[src/rtl/hazard_pkg.sv]
// hazard_pkg
// Shared definitions for the hazard / pipeline-control unit of the 5-stage
// MIPS core: forward-select encoding, stage index constants, the packed
// stage-control ordering {WB,MEM,EXE,ID,IF} and the select-width helper.
package hazard_pkg;

    // Forward select value meaning "take the operand from the register file".
    localparam int FWD_RF = 0;

    // Bit positions inside a stage_en / stage_rst vector.
    localparam int STG_IF  = 0;
    localparam int STG_ID  = 1;
    localparam int STG_EXE = 2;
    localparam int STG_MEM = 3;
    localparam int STG_WB  = 4;

    // Per-stage control bits; declared MSB first so that fetch lands in bit 0.
    typedef struct packed {
        logic wb;
        logic mem;
        logic exe;
        logic id;
        logic fetch;
    } stage_ctrl_t;

    // Width of a forward select: register file plus one code per stage.
    function automatic int sel_width(input int fwd_stages);
        return (fwd_stages < 1) ? 1 : $clog2(fwd_stages + 1);
    endfunction

endpackage

[src/rtl/muldiv_scoreboard.sv]
// muldiv_scoreboard
// Tracks the single multi-cycle MUL/DIV unit: remaining busy cycles (cnt)
// and its destination register (pend_addr).
// Ports:
//   clk, rst          clock, synchronous active-high reset
//   issue             a MUL/DIV leaves ID this cycle
//   hold              pipeline frozen by the debug controller
//   rs_*/rt_*         ID source operands and their use flags
//   wb_wen, wb_addr   ID destination (also captured as pend_addr at issue)
//   is_muldiv         ID instruction is a MUL/DIV
//   busy, done        unit occupied / writes back this cycle
//   raw_hazard, waw_hazard, struct_hazard   conflicts with the ID instruction
module muldiv_scoreboard
    import hazard_pkg::*;
#(
    parameter int MULDIV_LAT = 4
) (
    input  logic       clk,
    input  logic       rst,
    input  logic       issue,
    input  logic       hold,
    input  logic [4:0] rs_addr,
    input  logic       rs_used,
    input  logic [4:0] rt_addr,
    input  logic       rt_used,
    input  logic       wb_wen,
    input  logic [4:0] wb_addr,
    input  logic       is_muldiv,
    output logic       busy,
    output logic       done,
    output logic       raw_hazard,
    output logic       waw_hazard,
    output logic       struct_hazard
);

    localparam int CNT_BITS = $clog2(MULDIV_LAT + 1);

    logic [CNT_BITS-1:0] cnt;
    logic [4:0]          pend_addr;
    logic                occupied;
    logic                pend_valid;

    // NOTE: state registers use non-blocking assignments so every flop samples
    // the pre-edge values regardless of statement order.
    always_ff @(posedge clk) begin
        if (rst) begin
            cnt       <= '0;
            pend_addr <= '0;
        end else if (!hold) begin
            if (issue) begin
                cnt       <= CNT_BITS'(MULDIV_LAT);
                pend_addr <= wb_addr;
            end else if (cnt != '0) begin
                cnt <= cnt - CNT_BITS'(1);
            end
        end
    end

    assign occupied   = (cnt != '0);
    assign pend_valid = occupied && (pend_addr != 5'd0);

    // A reset cycle already counts as aborted, so status drops immediately.
    assign busy = occupied && !rst;
    assign done = (cnt == CNT_BITS'(1)) && !hold && !rst;

    assign struct_hazard = occupied && is_muldiv;
    assign raw_hazard    = pend_valid && ((rs_used && rs_addr == pend_addr) ||
                                          (rt_used && rt_addr == pend_addr));
    assign waw_hazard    = pend_valid && wb_wen && (wb_addr == pend_addr);

endmodule

[src/rtl/hazard_unit.sv]
// hazard_unit
// Hazard and pipeline-control unit sitting beside the ID decoder: N-stage
// operand forwarding, load-use stalls, predict-not-taken branch flush,
// MUL/DIV scoreboarding, debug single-step and a saturating stall counter.
// Ports:
//   clk, rst                    clock, synchronous active-high reset
//   debug_en, debug_step        debug hold and single-step request
//   id_*                        operands / destination of the ID instruction
//   stg_wen/waddr/is_load       downstream stage results (stage 0 = EXE, LSBs)
//   branch_taken_exe            branch in EXE resolved taken
//   fwd_a_sel, fwd_b_sel        0 = register file, k+1 = stage k result
//   stage_en, stage_rst         per-stage enables/resets {WB,MEM,EXE,ID,IF}
//   muldiv_busy, muldiv_done    MUL/DIV status
//   stall_cycles                saturating count of hazard-stall cycles
module hazard_unit
    import hazard_pkg::*;
#(
    parameter int FWD_STAGES = 2,
    parameter int LOAD_READY = 1,
    parameter int MULDIV_LAT = 4,
    parameter int CNT_W      = 16
) (
    input  logic                            clk,
    input  logic                            rst,
    input  logic                            debug_en,
    input  logic                            debug_step,
    input  logic [4:0]                      id_rs_addr,
    input  logic [4:0]                      id_rt_addr,
    input  logic                            id_rs_used,
    input  logic                            id_rt_used,
    input  logic                            id_wb_wen,
    input  logic [4:0]                      id_wb_addr,
    input  logic                            id_is_muldiv,
    input  logic [FWD_STAGES-1:0]           stg_wen,
    input  logic [5*FWD_STAGES-1:0]         stg_waddr,
    input  logic [FWD_STAGES-1:0]           stg_is_load,
    input  logic                            branch_taken_exe,
    output logic [$clog2(FWD_STAGES+1)-1:0] fwd_a_sel,
    output logic [$clog2(FWD_STAGES+1)-1:0] fwd_b_sel,
    output logic [4:0]                      stage_en,
    output logic [4:0]                      stage_rst,
    output logic                            muldiv_busy,
    output logic                            muldiv_done,
    output logic [CNT_W-1:0]                stall_cycles
);

    localparam int SEL_W = sel_width(FWD_STAGES);

    typedef struct packed {
        logic             load_hz;
        logic [SEL_W-1:0] sel;
    } fwd_t;

    // Youngest (lowest-index) matching producer wins; a load that has not yet
    // reached LOAD_READY cannot forward and requests a stall instead.
    function automatic fwd_t fwd_lookup(input logic [4:0] addr, input logic used);
        fwd_t r;
        logic found;
        r     = '{load_hz: 1'b0, sel: SEL_W'(FWD_RF)};
        found = 1'b0;
        if (used && addr != 5'd0) begin
            for (int k = 0; k < FWD_STAGES; k++) begin
                if (!found && stg_wen[k] && stg_waddr[5*k +: 5] == addr) begin
                    found = 1'b1;
                    if (stg_is_load[k] && k < LOAD_READY) r.load_hz = 1'b1;
                    else                                  r.sel     = SEL_W'(k + 1);
                end
            end
        end
        return r;
    endfunction

    fwd_t        fwd_a, fwd_b;
    logic        step_q, step_rise, hold;
    logic        load_stall, muldiv_stall, hazard_stall, issue, stall_active;
    logic        raw_hazard, waw_hazard, struct_hazard;
    stage_ctrl_t en_c, rst_c;

    assign fwd_a = fwd_lookup(id_rs_addr, id_rs_used);
    assign fwd_b = fwd_lookup(id_rt_addr, id_rt_used);

    assign fwd_a_sel = rst ? '0 : fwd_a.sel;
    assign fwd_b_sel = rst ? '0 : fwd_b.sel;

    // Step edge detector: a rising edge of debug_step releases one cycle.
    always_ff @(posedge clk) begin
        if (rst) step_q <= 1'b0;
        else     step_q <= debug_step;
    end

    assign step_rise = debug_step && !step_q;
    assign hold      = debug_en && !step_rise;

    assign load_stall   = fwd_a.load_hz || fwd_b.load_hz;
    assign muldiv_stall = raw_hazard || waw_hazard || struct_hazard;
    assign hazard_stall = load_stall || muldiv_stall;

    // A taken branch kills the ID instruction, so it can neither stall nor issue.
    assign issue        = id_is_muldiv && !hazard_stall && !branch_taken_exe && !hold && !rst;
    assign stall_active = hazard_stall && !branch_taken_exe && !hold && !rst;

    muldiv_scoreboard #(
        .MULDIV_LAT (MULDIV_LAT)
    ) u_scoreboard (
        .clk           (clk),
        .rst           (rst),
        .issue         (issue),
        .hold          (hold),
        .rs_addr       (id_rs_addr),
        .rs_used       (id_rs_used),
        .rt_addr       (id_rt_addr),
        .rt_used       (id_rt_used),
        .wb_wen        (id_wb_wen),
        .wb_addr       (id_wb_addr),
        .is_muldiv     (id_is_muldiv),
        .busy          (muldiv_busy),
        .done          (muldiv_done),
        .raw_hazard    (raw_hazard),
        .waw_hazard    (waw_hazard),
        .struct_hazard (struct_hazard)
    );

    // NOTE: every always_comb output gets a full default first, so no path
    // through the priority chain can leave a value unassigned (no latch).
    always_comb begin
        en_c  = '1;
        rst_c = '0;
        if (rst) begin
            rst_c = '1;
        end else if (hold) begin
            en_c = '0;
        end else if (branch_taken_exe) begin
            rst_c.fetch = 1'b1;
            rst_c.id    = 1'b1;
        end else if (hazard_stall) begin
            en_c.fetch = 1'b0;
            en_c.id    = 1'b0;
            rst_c.exe  = 1'b1;
        end
    end

    assign stage_en  = en_c;
    assign stage_rst = rst_c;

    always_ff @(posedge clk) begin
        if (rst) begin
            stall_cycles <= '0;
        end else if (stall_active && stall_cycles != '1) begin
            stall_cycles <= stall_cycles + CNT_W'(1);
        end
    end

endmodule

[config.mk]
export PLATFORM = sky130hd
export DESIGN_NAME = hazard_unit
export DESIGN_NICKNAME = d
export VERILOG_FILES = /design/src/rtl/hazard_pkg.sv /design/src/rtl/muldiv_scoreboard.sv /design/src/rtl/hazard_unit.sv
export SDC_FILE = /design/constraint.sdc
export NUM_CORES = 1
export LEC_CHECK = 0
export CORE_MARGIN = 1
export CORE_UTILIZATION = 45
export DETAILED_ROUTE_END_ITERATION = 12
export PLACE_DENSITY = 0.81
export SYNTH_ARGS = -nofsm -noshare
export SYNTH_HDL_FRONTEND = slang
export SYNTH_SLANG_ARGS = --single-unit
[constraint.sdc]
create_clock -name clk -period 3.5 [get_ports clk]
set_input_delay 0.875 -clock clk [delete_from_list [all_inputs] [get_ports clk]]
set_output_delay 0.875 -clock clk [all_outputs]
set_load 0.01 [all_outputs]
Yosys cells after proc, flatten, opt, wreduce, memory -nomap -nowiden
Index checks and enable logic that the tools add are counted.
{ "op_classes": {"reduce_logical": 48, "mux": 27, "eq_ne": 9, "add_sub_neg": 2, "bitwise": 1} }
{ "op_table": {"columns": ["operator", "count"], "rows": [
  ["5-bit equality test", 7],
  ["1-bit logical AND", 28],
  ["3-bit two-way mux", 9],
  ["2-bit two-way mux", 9],
  ["16-bit by 1-bit adder with 16-bit output (second input constant)", 1],
  ["16-bit inequality test (second input constant)", 1],
  ["5-bit nonzero test", 3],
  ["1-bit logical NOT", 8],
  ["1-bit two-way mux", 8],
  ["1-bit logical OR", 5],
  ["5-bit two-way mux", 1],
  ["2-bit AND reduction", 2],
  ["3-bit by 1-bit equality test with 1-bit output (second input constant)", 1],
  ["3-bit nonzero test", 1],
  ["3-bit by 1-bit subtractor with 3-bit output (second input constant)", 1],
  ["2-bit nonzero test", 1],
  ["1-bit NOT", 1]
]} }
{ "totals": {"regBits": 25, "in_bits": 38, "output_inout_bits": 32, "elab_cells": 91} }

Depth between registers and ports, before layout
Gate-level depths: netlist of the first run.
{ "logic_depth": {"ltp_word": 18, "mapped_depth": 9, "depth_no_buf": 8} }

Modules after synthesis
A second synthesis of the first run with hierarchy kept.
{ "unflattened": {"hier_cells": 233, "area_unflattened_um2": 2037.0} }
{ "by_module_without_submodules": {"columns": ["mod", "instances", "cells_per_inst", "seq_area_each_um2", "area_per_inst_um2"], "rows": [
  ["hazard_unit", 1, 164, 340.3, 1460.2],
  ["muldiv_scoreboard", 1, 69, 160.2, 576.8]
]} }

Worst setup path before layout of the first run
OpenSTA, ideal clock, no wires.
{ "synth_path": {"kind": "input to output", "start": "input id_rt_addr[1]", "end": "output stage_en[1]", "slack_ns": 0.042, "path_buffers": 1, "t_arrival_ns": 2.583, "t_required_ns": 2.625, "path_stages": 7, "cell_sequence": "or4_1 o21ai_0 nor3_1 o21ai_2 nand2_2 a21boi_0 buf_4"} }
{ "synth_between": {"elab_chain_len": 11, "elab_cells_between_ends": 18, "cone_classes": "eq/ne (2); mux (6); reduce/logical (10)"} }
{ "synth_rtl": {"columns": ["element", "line", "source"], "rows": [
  ["start: declaration", "hazard_unit.sv:28", "input logic [4:0] id_rt_addr,"],
  ["5-bit equality test", "muldiv_scoreboard.sv:68", "(rt_used && rt_addr == pend_addr));"],
  ["1-bit logical AND", "muldiv_scoreboard.sv:68", null],
  ["1-bit logical OR", "muldiv_scoreboard.sv:67", "assign raw_hazard = pend_valid && ((rs_used && rs_addr == pend_addr) ||"],
  ["1-bit logical AND", "muldiv_scoreboard.sv:67", null],
  ["1-bit logical OR (2 in a row)", "hazard_unit.sv:95", "assign muldiv_stall = raw_hazard || waw_hazard || struct_hazard;"],
  ["1-bit logical OR (*)", "hazard_unit.sv:96", "assign hazard_stall = load_stall || muldiv_stall;"],
  ["2-bit two-way mux (*)", "hazard_unit.sv:135", "end else if (hazard_stall) begin"],
  ["2-bit two-way mux (*)", "hazard_unit.sv:132", "end else if (branch_taken_exe) begin"],
  ["2-bit two-way mux (*)", "hazard_unit.sv:130", "end else if (hold) begin"],
  ["5-bit two-way mux (*)", "hazard_unit.sv:128", "if (rst) begin"],
  ["end: declaration", "hazard_unit.sv:40", "output logic [4:0] stage_en,"]
]} }
Mark *: on every way between the ends. The rest lies on a longest branch, timed or not.

Final worst setup path of the first run
{ "layout_path": {"start": "input id_rt_addr[3]", "end": "output stage_rst[2]"} }
{ "layout_between": {"elab_chain_len": 11, "elab_cells_between_ends": 18, "cone_classes": "eq/ne (2); mux (6); reduce/logical (10)"} }
{ "layout_rtl": {"columns": ["element", "line", "source"], "rows": [
  ["5-bit equality test", "muldiv_scoreboard.sv:68", null],
  ["1-bit logical AND", "muldiv_scoreboard.sv:68", null],
  ["1-bit logical OR", "muldiv_scoreboard.sv:67", null],
  ["1-bit logical AND", "muldiv_scoreboard.sv:67", null],
  ["1-bit logical OR (2 in a row)", "hazard_unit.sv:95", null],
  ["1-bit logical OR (*)", "hazard_unit.sv:96", null],
  ["1-bit two-way mux (*)", "hazard_unit.sv:135", null],
  ["1-bit two-way mux (*)", "hazard_unit.sv:132", null],
  ["3-bit two-way mux (*)", "hazard_unit.sv:130", null],
  ["3-bit two-way mux (*)", "hazard_unit.sv:128", null],
  ["end: declaration", "hazard_unit.sv:41", "output logic [4:0] stage_rst,"]
]} }
Marked as above.

==> results.tsv, run 1 <==
metric	value	unit
arrival	2530	ps
area_taken_by_flip_flops_and_latches	500.5	um^2
crit_slowest_cell	or4_4	
port_buffers	68	
clk_root_buffer_cell	clkbuf_8	
dieWidth	66.86	um
synth_flop_cell	dfxtp_1	
antenna_cells_inserted	0	
die_span_y	66.86	um
top_achievable_clock_speed	293.4	MHz
utilization	70.50	%
combinationalPowerShare	42.3	%
drcViolationCount	0	
detailroute.via_count	1918	
detail_route.first_pass.iterations	4	
initial_core_util	46.99	%
setup_viol	0	
seq_power_share	36.8	%
ys_top_cells_by_area	dfxtp_1 26%, xnor2_1 12%, nor2_1 4.8%	
setup_repair_after_global_routing_missed_its_margin	false	
drtIter0Drc	97	
part_of_the_cycle_the_worst_path_needs	97.38	%
hold_path_end	u_scoreboard.cnt[1]	
yosys_register_bits	25	
floorplan.die_area	4470	um^2
nNetsFinal	360	
multiInputGateArea	1305	um^2
first_global_vias	1790	
fin_skew	13.50	ps
hold_class	flop to flop	
grt_first_pass_wirelength	8307	um
cts-hold-fix-buffers	0	
status	finished clean	
final.min_clock_period	3408	ps
maximum_resistive_drop_on_vdd	0.2455	mV
timing.critical_path.max_delay_family	simple AND/OR/NAND/NOR gates	
synthesis.area_per_instance	8.195	um^2
critPathLaunchType	input port	
route.detailed.vias_per_inst	5.226	
dp.final_hpwl	3805	um
timing.reg2reg.worst_path_depth	8	
critical_path_required	2620	ps
power.density	309.9	nW/um^2
grt_antenna_before_repair	0	
timing.hold.worst_path_depth	2	
timing.setup.critical_path_class	input port to primary output	
finalNonFillerCells	367	
numClockSinks	25	
mappedNetlistArea	1893	um^2
worstSetupEndpointType	primary output	
slew-limit-headroom	59.84	%
ff2ff_setup_slack	1050	ps
dp.cells	358	
timing.critical_path.mode_cell	o21ai_4	
critical_path.reg2reg.startpoint	u_scoreboard.pend_addr[1]	
synth.cells.most_frequent	27 x xnor2_1, 25 x dfxtp_1, 24 x nor2_1	
area_delta_synth_final	50.03	%
ys.warnings.count	0	
critical_path.max_fanout	3	
design.core.area	4029	um^2
postSynthCellCount	231	
static-leakage-power	0.001115	uW
clk_pin_slew_worst_paths	100	ps
gp_congestion	0.9485	
clock_tree_from_tritoncts	done	
slew_violations	0	
clock_network_power_share	20.9	%
largest_stage_delay_on_the_critical_path	500	ps
placementRows	23	
ys_types	51	
final_layout_size_suffix_gt1_share	17.67	%
netSwitchingFraction	33.80	%
worst_slew_pin_tran	598.9	ps
clk_latency	280	ps
cellInternalPower	582.7	uW
clockBufferDepth	2	
path_cells	dlygate4sd2_1 -> or4_4 -> o21ai_4 -> nor3_2 -> buf_4 -> o21ai_4 -> nand2_2 -> a21o_2 -> buf_6	
total_power	880.3	uW
detail-route-antenna-nets	0	
share_of_synthesized_area_occupied_by_flip_flops_and_latches	26.44	%
count_leader_synth	xnor2_1	
postSynth.asyncResetShare	0	%
track_usage	24.27	%
hold_violations	0	
nFillCells	328	
timing.critical_path.depth	9	
grt_overflow_total	0	
boundaryPins	70	
synth_edf_count	0	
min-delay-start	u_scoreboard.cnt[1]	
cts_buffers	3	
cap_violations	0	
p_sw	297.5	uW
cts-htree-levels	1	
route.final.wire_length	4974	um
yosysTopAreaCell	dfxtp_1	
worstReg2RegEnd	stall_cycles[4]	
critical_path.n_buffers_inverters	3	
synth_top_area_share	26.44	%
grt_max_degree	25	
detail_route.wl_per_cell	13.55	um
syn-num-nets	273	
==> cell families (layout without fill, tap and decap cells) <==
kind of cell / Yosys count / in the layout / share of synthesized area (%)
mux: 10 / 10 / 5.486
xor+xnor: 37 / 37 / 17.12
compound gates: 34 / 34 / 13.95
fa+ha+maj: 4 / 4 / 2.644
buf+inv: 28 / 114 / 7.402
simple gates: 93 / 93 / 26.97
flops: 25 / 25 / 26.44
==> flip-flops by register name, summed over array words and instances, names as in the netlist <==
register / cells
step_q: 1
u_scoreboard.cnt: 3
u_scoreboard.pend_addr: 5
stall_cycles: 16
==> per-stage QoR <==
stage | setup WS, ps | TNS [ps] | instance area (um^2) | hold WS (ps)
after floorplan | 42.00 | 0 | 1893 | 475.8
after global placement | -644.7 | -2670 | 2721 | 494.5
after detailed placement | -784.9 | -3115 | 2721 | 512.3
after CTS | 18.72 | 0 | 2831 | 526.3
after global routing | 2.356 | 0 | 2840 | 572.5
final | 91.65 | 0 | 2840 | 522.0
==> worst reg2reg max path, stage by stage (launching register included) <==
cell and delay (ps):
dfxtp_1 380, or4_4 550, nor2_4 130, nor3_2 70, o41ai_4 400, buf_4 180
a21boi_2 150, nand4_1 160, mux2_2 340
==> worst max-delay path by stage <==
stage                  start      endpoint  slack [ps]
6_report       id_rt_addr[3]  stage_rst[2]          90
5_1_grt        id_rt_addr[0]  fwd_b_sel[1]           2
4_1_cts        id_rt_addr[2]  stage_rst[2]          20
3_5_place_dp   id_rt_addr[1]   stage_en[0]        -780
3_3_place_gp   id_rt_addr[1]   stage_en[0]        -640
2_1_floorplan  id_rt_addr[1]   stage_en[1]          40
==> layer usage <==
metal  wire, um  global-route usage (%)  up-vias
met4         53                   4.787        0
met3        246                   2.911        7
li1           -                       -      974
met5          0                       0        -
met2       2400                   41.41       50
met1       2274                   32.47      887
==> final cells by class <==
type	instances	area share (%)
timing repair buffer	96	30.66
clock inverter	1	0.2643
clock buffer	3	1.454
multi-input combinational	178	45.95
tap	50	2.203
inverter	14	1.850
sequential	25	17.62
==> repair_timing <==
action,in CTS,in global routing
gates resized for setup,37,3
pin swaps,4,4
setup buffers,5,0
setup endpoints to repair,7,4
==> placed cells by master (no fill, tap or decap), drive strengths merged, types with 4 or more instances in the layout <==
master,instances
xnor2,27
o21ai,6
mux2i,7
xor2,10
nand3,9
nand4,9
a21o,5
inv,14
nand2,15
and3,5
nor2,25
a21oi,7
dlygate4sd2,9
buf,31
nor3,9
nor4,5
ha,4
clkdlybuf4s50,53
dfxtp,25
a311oi,4
==> power by group through the flow <==
stage | combinational [uW] | clock (uW) | sequential, uW
global placement | 341 | 0 | 329
CTS | 371 | 181 | 324
detailed placement | 352 | 0 | 330
floorplan | 209 | 0 | 326
global route | 410 | 195 | 328
finish | 372 | 184 | 324
Note: power is estimated with default switching activity, not from simulation.
==> inputs of run 2 (changes only) <==
SKIP_CTS_REPAIR_TIMING = 1   (was default)
==> run 2 against run 1 <==
Net effect:
- final cell count fell by 0.82%
- critical path type unchanged
- sequential cell count unchanged
- global-route usage is 0.64 points lower
- largest cell class unchanged
- total power is essentially flat
- largest power group unchanged
- via count increased by 0.10%
==> results.tsv, run 2 (synthesis gave the netlist of run 1 again) <==
metric	value	unit
setup_viol	0	
p_sw	296.1	uW
fin_skew	11.27	ps
track_usage	23.62	%
antenna_cells_inserted	0	
dieWidth	66.86	um
timing.hold.worst_path_depth	2	
critical_path_required	2620	ps
boundaryPins	70	
drtIter0Drc	91	
maximum_resistive_drop_on_vdd	0.2429	mV
nFillCells	306	
die_span_y	66.86	um
route.detailed.vias_per_inst	5.275	
clock_tree_from_tritoncts	done	
min-delay-start	u_scoreboard.cnt[1]	
status	finished clean	
first_global_vias	1765	
worst_slew_pin_tran	612.7	ps
clk_latency	280	ps
cts_buffers	3	
slew-limit-headroom	58.92	%
timing.reg2reg.worst_path_depth	8	
cts-htree-levels	1	
grt_antenna_before_repair	0	
clk_root_buffer_cell	clkbuf_8	
layout_commonest_cell	clkdlybuf4s50_1	
slew_violations	0	
initial_core_util	46.99	%
path_cells	clkdlybuf4s50_1 -> xor2_1 -> nor4_2 -> o41ai_4 -> nand2_2 -> a21o_2 -> dlymetal6s2s_1	
floorplan.die_area	4470	um^2
cap_violations	0	
most-common-layout-cells	52 x clkdlybuf4s50_1, 27 x xnor2_1, 25 x dfxtp_1	
grt_first_pass_wirelength	8086	um
timing.setup.critical_path_class	input port to primary output	
placementRows	23	
top_achievable_clock_speed	289.9	MHz
static-leakage-power	0.001240	uW
hold_path_end	u_scoreboard.cnt[1]	
arrival	2570	ps
detail_route.wl_per_cell	13.80	um
critPathLaunchType	input port	
gp_congestion	0.9485	
total_non_filler_cell_area_in_the_finished_layout	2874	um^2
max_flop_register	stall_cycles	
worstReg2RegEnd	stall_cycles[4]	
final_layout_size_suffix_gt1_share	16.56	%
final.min_clock_period	3450	ps
netSwitchingFraction	33.62	%
numClockSinks	25	
largest_stage_delay_on_the_critical_path	510	ps
critical_path.reg2reg.startpoint	u_scoreboard.pend_addr[1]	
total_power	880.6	uW
dpl_cell_area	2721	um^2
grt_max_degree	25	
detail_route.first_pass.iterations	4	
ff2ff_setup_slack	950	ps
worstSetupEndpointType	primary output	
detail-route-antenna-nets	0	
combinationalPowerShare	42.5	%
part_of_the_cycle_the_worst_path_needs	98.57	%
flip_flop_count_of_the_largest_register_all_copies_and_words_added	16	
detailroute.via_count	1920	
clk_pin_slew_worst_paths	100	ps
grt_overflow_total	0	
port_buffers	68	
drcViolationCount	0	
dp.final_hpwl	3805	um
clock_network_power_share	20.6	%
hold_class	flop to flop	
crit_slowest_cell	clkdlybuf4s50_1	
clockBufferDepth	2	
cellInternalPower	584.6	uW
hold_violations	0	
critical_path.max_fanout	3	
area_delta_synth_final	51.82	%
power.density	306.4	nW/um^2
largestRegisters	stall_cycles: 16 flops, u_scoreboard.pend_addr: 5 flops, u_scoreboard.cnt: 3 flops	
nNetsFinal	357	
seq_power_share	36.9	%
design.core.area	4029	um^2
route.final.wire_length	5025	um
## run 2: worst max-delay path by stage
stage	cells past startpoint	start	slack, ps	to
2_1_floorplan	7	id_rt_addr[1]	40	stage_en[1]
3_3_place_gp	8	id_rt_addr[1]	-640	stage_en[0]
3_5_place_dp	8	id_rt_addr[1]	-780	stage_en[0]
4_1_cts	8	id_rt_addr[1]	-790	stage_en[0]
5_1_grt	7	id_rt_addr[0]	-8	stage_en[0]
6_report	7	id_rt_addr[0]	50	stage_rst[2]
## run 2: metrics by stage
step                setup TNS [ps]  hold slack, ps  setup WS (ps)  cells  utilization [%]
finish                           0           521.4          50.19    364            71.34
global route                -7.603           572.5         -7.603    364            71.34
CTS                          -3152           526.3         -793.8    362            68.76
detailed placement           -3115           512.3         -784.9    358            67.55
global placement             -2670           494.5         -644.7    358            67.55
floorplan                        0           475.8          42.00    231                -
## run 2: area by class of cell
type	count	area, um^2	share of cell area [%]
Inverter	14	52.55	1.828
Tap cell	50	62.56	2.177
Clock buffer	3	41.29	1.437
Sequential cell	25	500.5	17.41
Timing Repair Buffer	93	904.6	31.48
Multi-Input combinational cell	178	1305	45.41
Clock inverter	1	7.507	0.2612
## run 2: power groups by stage
stage | clock [uW] | combinational, uW | sequential, uW
finish | 181 | 375 | 325
global route | 195 | 411 | 328
CTS | 181 | 354 | 324
detailed placement | 0 | 352 | 330
global placement | 0 | 341 | 329
floorplan | 0 | 209 | 326
## run 2: routing by layer
layer  share of wire [%]  global-route usage, %
met5                   0                      0
met3                 5.0                  3.082
met2                  47                  39.27
met1                  46                  31.65
met4                 1.9                  6.383
## run 2: critical path, delay by kind of cell
kind | cells | cell delay [ps]
buffers and inverters | 2 | 670
AO/OA/AOI/OAI | 2 | 600
XOR/XNOR | 1 | 200
AND/OR/NAND/NOR | 2 | 230
==> inputs of run 3 (changes only) <==
PLACE_DENSITY = 0.88   (was 0.81)
==> run 3 against run 2 <==
Net effect:
- worst hold slack gained 11 ps
- sequential share of layout area up 0.099 points
- critical endpoint is now stage_en[1]
- die area unchanged
- core utilization decreased by 0.40 points
- highest routed layer unchanged
- critical path type unchanged
==> results.tsv, run 3 (synthesis gave the netlist of run 1 again) <==
metric	value	unit
status	finished clean	
clk_root_buffer_cell	clkbuf_8	
die_span_y	66.86	um
largestRegisters	stall_cycles: 16 flops, u_scoreboard.pend_addr: 5 flops, u_scoreboard.cnt: 3 flops	
timing.critical_path.max_delay_family	simple AND/OR/NAND/NOR gates	
critical_path.max_fanout	3	
timing.reg2reg.worst_path_depth	10	
worstSetupEndpointType	primary output	
dp.final_hpwl	4164	um
drtIter0Drc	113	
fin_skew	8.958	ps
path_cells	clkdlybuf4s50_1 -> or4_4 -> o21ai_4 -> nor3_2 -> o21ai_2 -> nand2_2 -> a21boi_2 -> buf_2	
initial_core_util	46.99	%
static-leakage-power	0.001232	uW
total_non_filler_cell_area_in_the_finished_layout	2858	um^2
placementRows	23	
detail-route-antenna-nets	0	
routed.top_layer	met4	
setup_viol	0	
hold_violations	0	
floorplan.die_area	4470	um^2
wl_met3	251	um
clk_latency	270	ps
critical_path_required	2620	ps
antenna_cells_inserted	0	
area_delta_synth_final	50.96	%
port_buffers	68	
route.detailed.vias_per_inst	5.500	
drcViolationCount	0	
route.met2.wl	2863	um
slew_violations	0	
detail_route.wl_per_cell	15.10	um
slew-limit-headroom	73.37	%
grt_overflow_total	0	
dp.cells	357	
layout_commonest_cell	clkdlybuf4s50_1	
cts-htree-levels	1	
nNetsFinal	357	
detailroute.via_count	2002	
crit_slowest_cell	or4_4	
flip_flop_count_of_the_largest_register_all_copies_and_words_added	16	
grt_first_pass_wirelength	8390	um
detail_route.first_pass.iterations	4	
worst_slew_pin_tran	389.4	ps
cap_violations	0	
dpl_cell_area	2714	um^2
first_global_vias	1897	
clockBufferDepth	2	
top_achievable_clock_speed	287.9	MHz
gp_congestion	0.8739	
critical_path.n_buffers_inverters	2	
power.density	305.7	nW/um^2
hold_class	flop to flop	
timing.critical_path.depth	8	
largest_stage_delay_on_the_critical_path	430	ps
arrival	2600	ps
design.core.area	4029	um^2
dieWidth	66.86	um
maximum_resistive_drop_on_vdd	0.3176	mV
most-common-layout-cells	52 x clkdlybuf4s50_1, 27 x xnor2_1, 25 x buf_4, 25 x dfxtp_1, 24 x nor2_1	
grt_antenna_before_repair	0	
clock_tree_from_tritoncts	done	
grt_max_degree	30	
timing.setup.critical_path_class	input port to primary output	
cts_buffers	3	
part_of_the_cycle_the_worst_path_needs	99.25	%
track_usage	24.55	%
route.final.wire_length	5498	um
final.min_clock_period	3474	ps
clk_pin_slew_worst_paths	90	ps
max_flop_register	stall_cycles	
timing.hold.worst_path_depth	2	
routedLengthMet1	2230	um
finalNonFillerCells	364	
critPathLaunchType	input port	
boundaryPins	70	
final_layout_size_suffix_gt1_share	17.20	%
numClockSinks	25	
==> run 3: routing by layer <==
metal  vias up  GRT usage [%]
met5         -              0
met4         0          6.649
met3        16          4.110
met2        78          46.34
met1       934          27.84
li1        974              -
==> run 3: worst reg2reg max path: stages (launching register included) <==
cell and delay [ps]:
dfxtp_1 380, or4_4 570, nor2_4 140, nor3_1 70, buf_4 140, o41ai_4 360, nand2_2 130, buf_4 150
buf_4 130, and4b_4 170, a311oi_1 300
==> run 3: path summary, 6_finish.rpt <==
check,start,end,slack (ps)
worst max-delay path,id_rt_addr[1],stage_en[1],30
worst min-delay path,u_scoreboard.cnt[1],u_scoreboard.cnt[1],530
worst max register to register,u_scoreboard.pend_addr[0],stall_cycles[14],870
worst min register to register,u_scoreboard.cnt[1],u_scoreboard.cnt[1],530
==> run 3: stage by stage <==
| stage | setup TNS (ps) | setup WS, ps | utilization (%) | hold WS (ps) | power, uW |
|---|---|---|---|---|---|
| floorplan | 0 | 42.00 | - | 475.8 | 535.8 |
| global placement | -2586 | -665.3 | 67.36 | 488.0 | 673.8 |
| detailed placement | -3015 | -744.4 | 67.36 | 508.6 | 688.4 |
| CTS | -3097 | -750.4 | 68.48 | 521.9 | 862.0 |
| global route | -107.6 | -42.71 | 70.93 | 554.4 | 926.3 |
| finish | 0 | 26.27 | 70.93 | 532.2 | 873.7 |
==> run 3: area by class of cell <==
cell class | instances | area [um^2]
repair buffers | 93 | 885.9
well taps | 50 | 62.56
multi-input cells | 178 | 1311
flip-flops and latches | 25 | 500.5
inverters | 14 | 52.55
clock buffers | 4 | 45.04
fillers | 307 | 1171
==> run 3: power breakdown <==
part / internal, uW / switching [uW]
Clock: 81.5 / 92.9
Combinational: 195 / 179
Sequential: 305 / 19.3
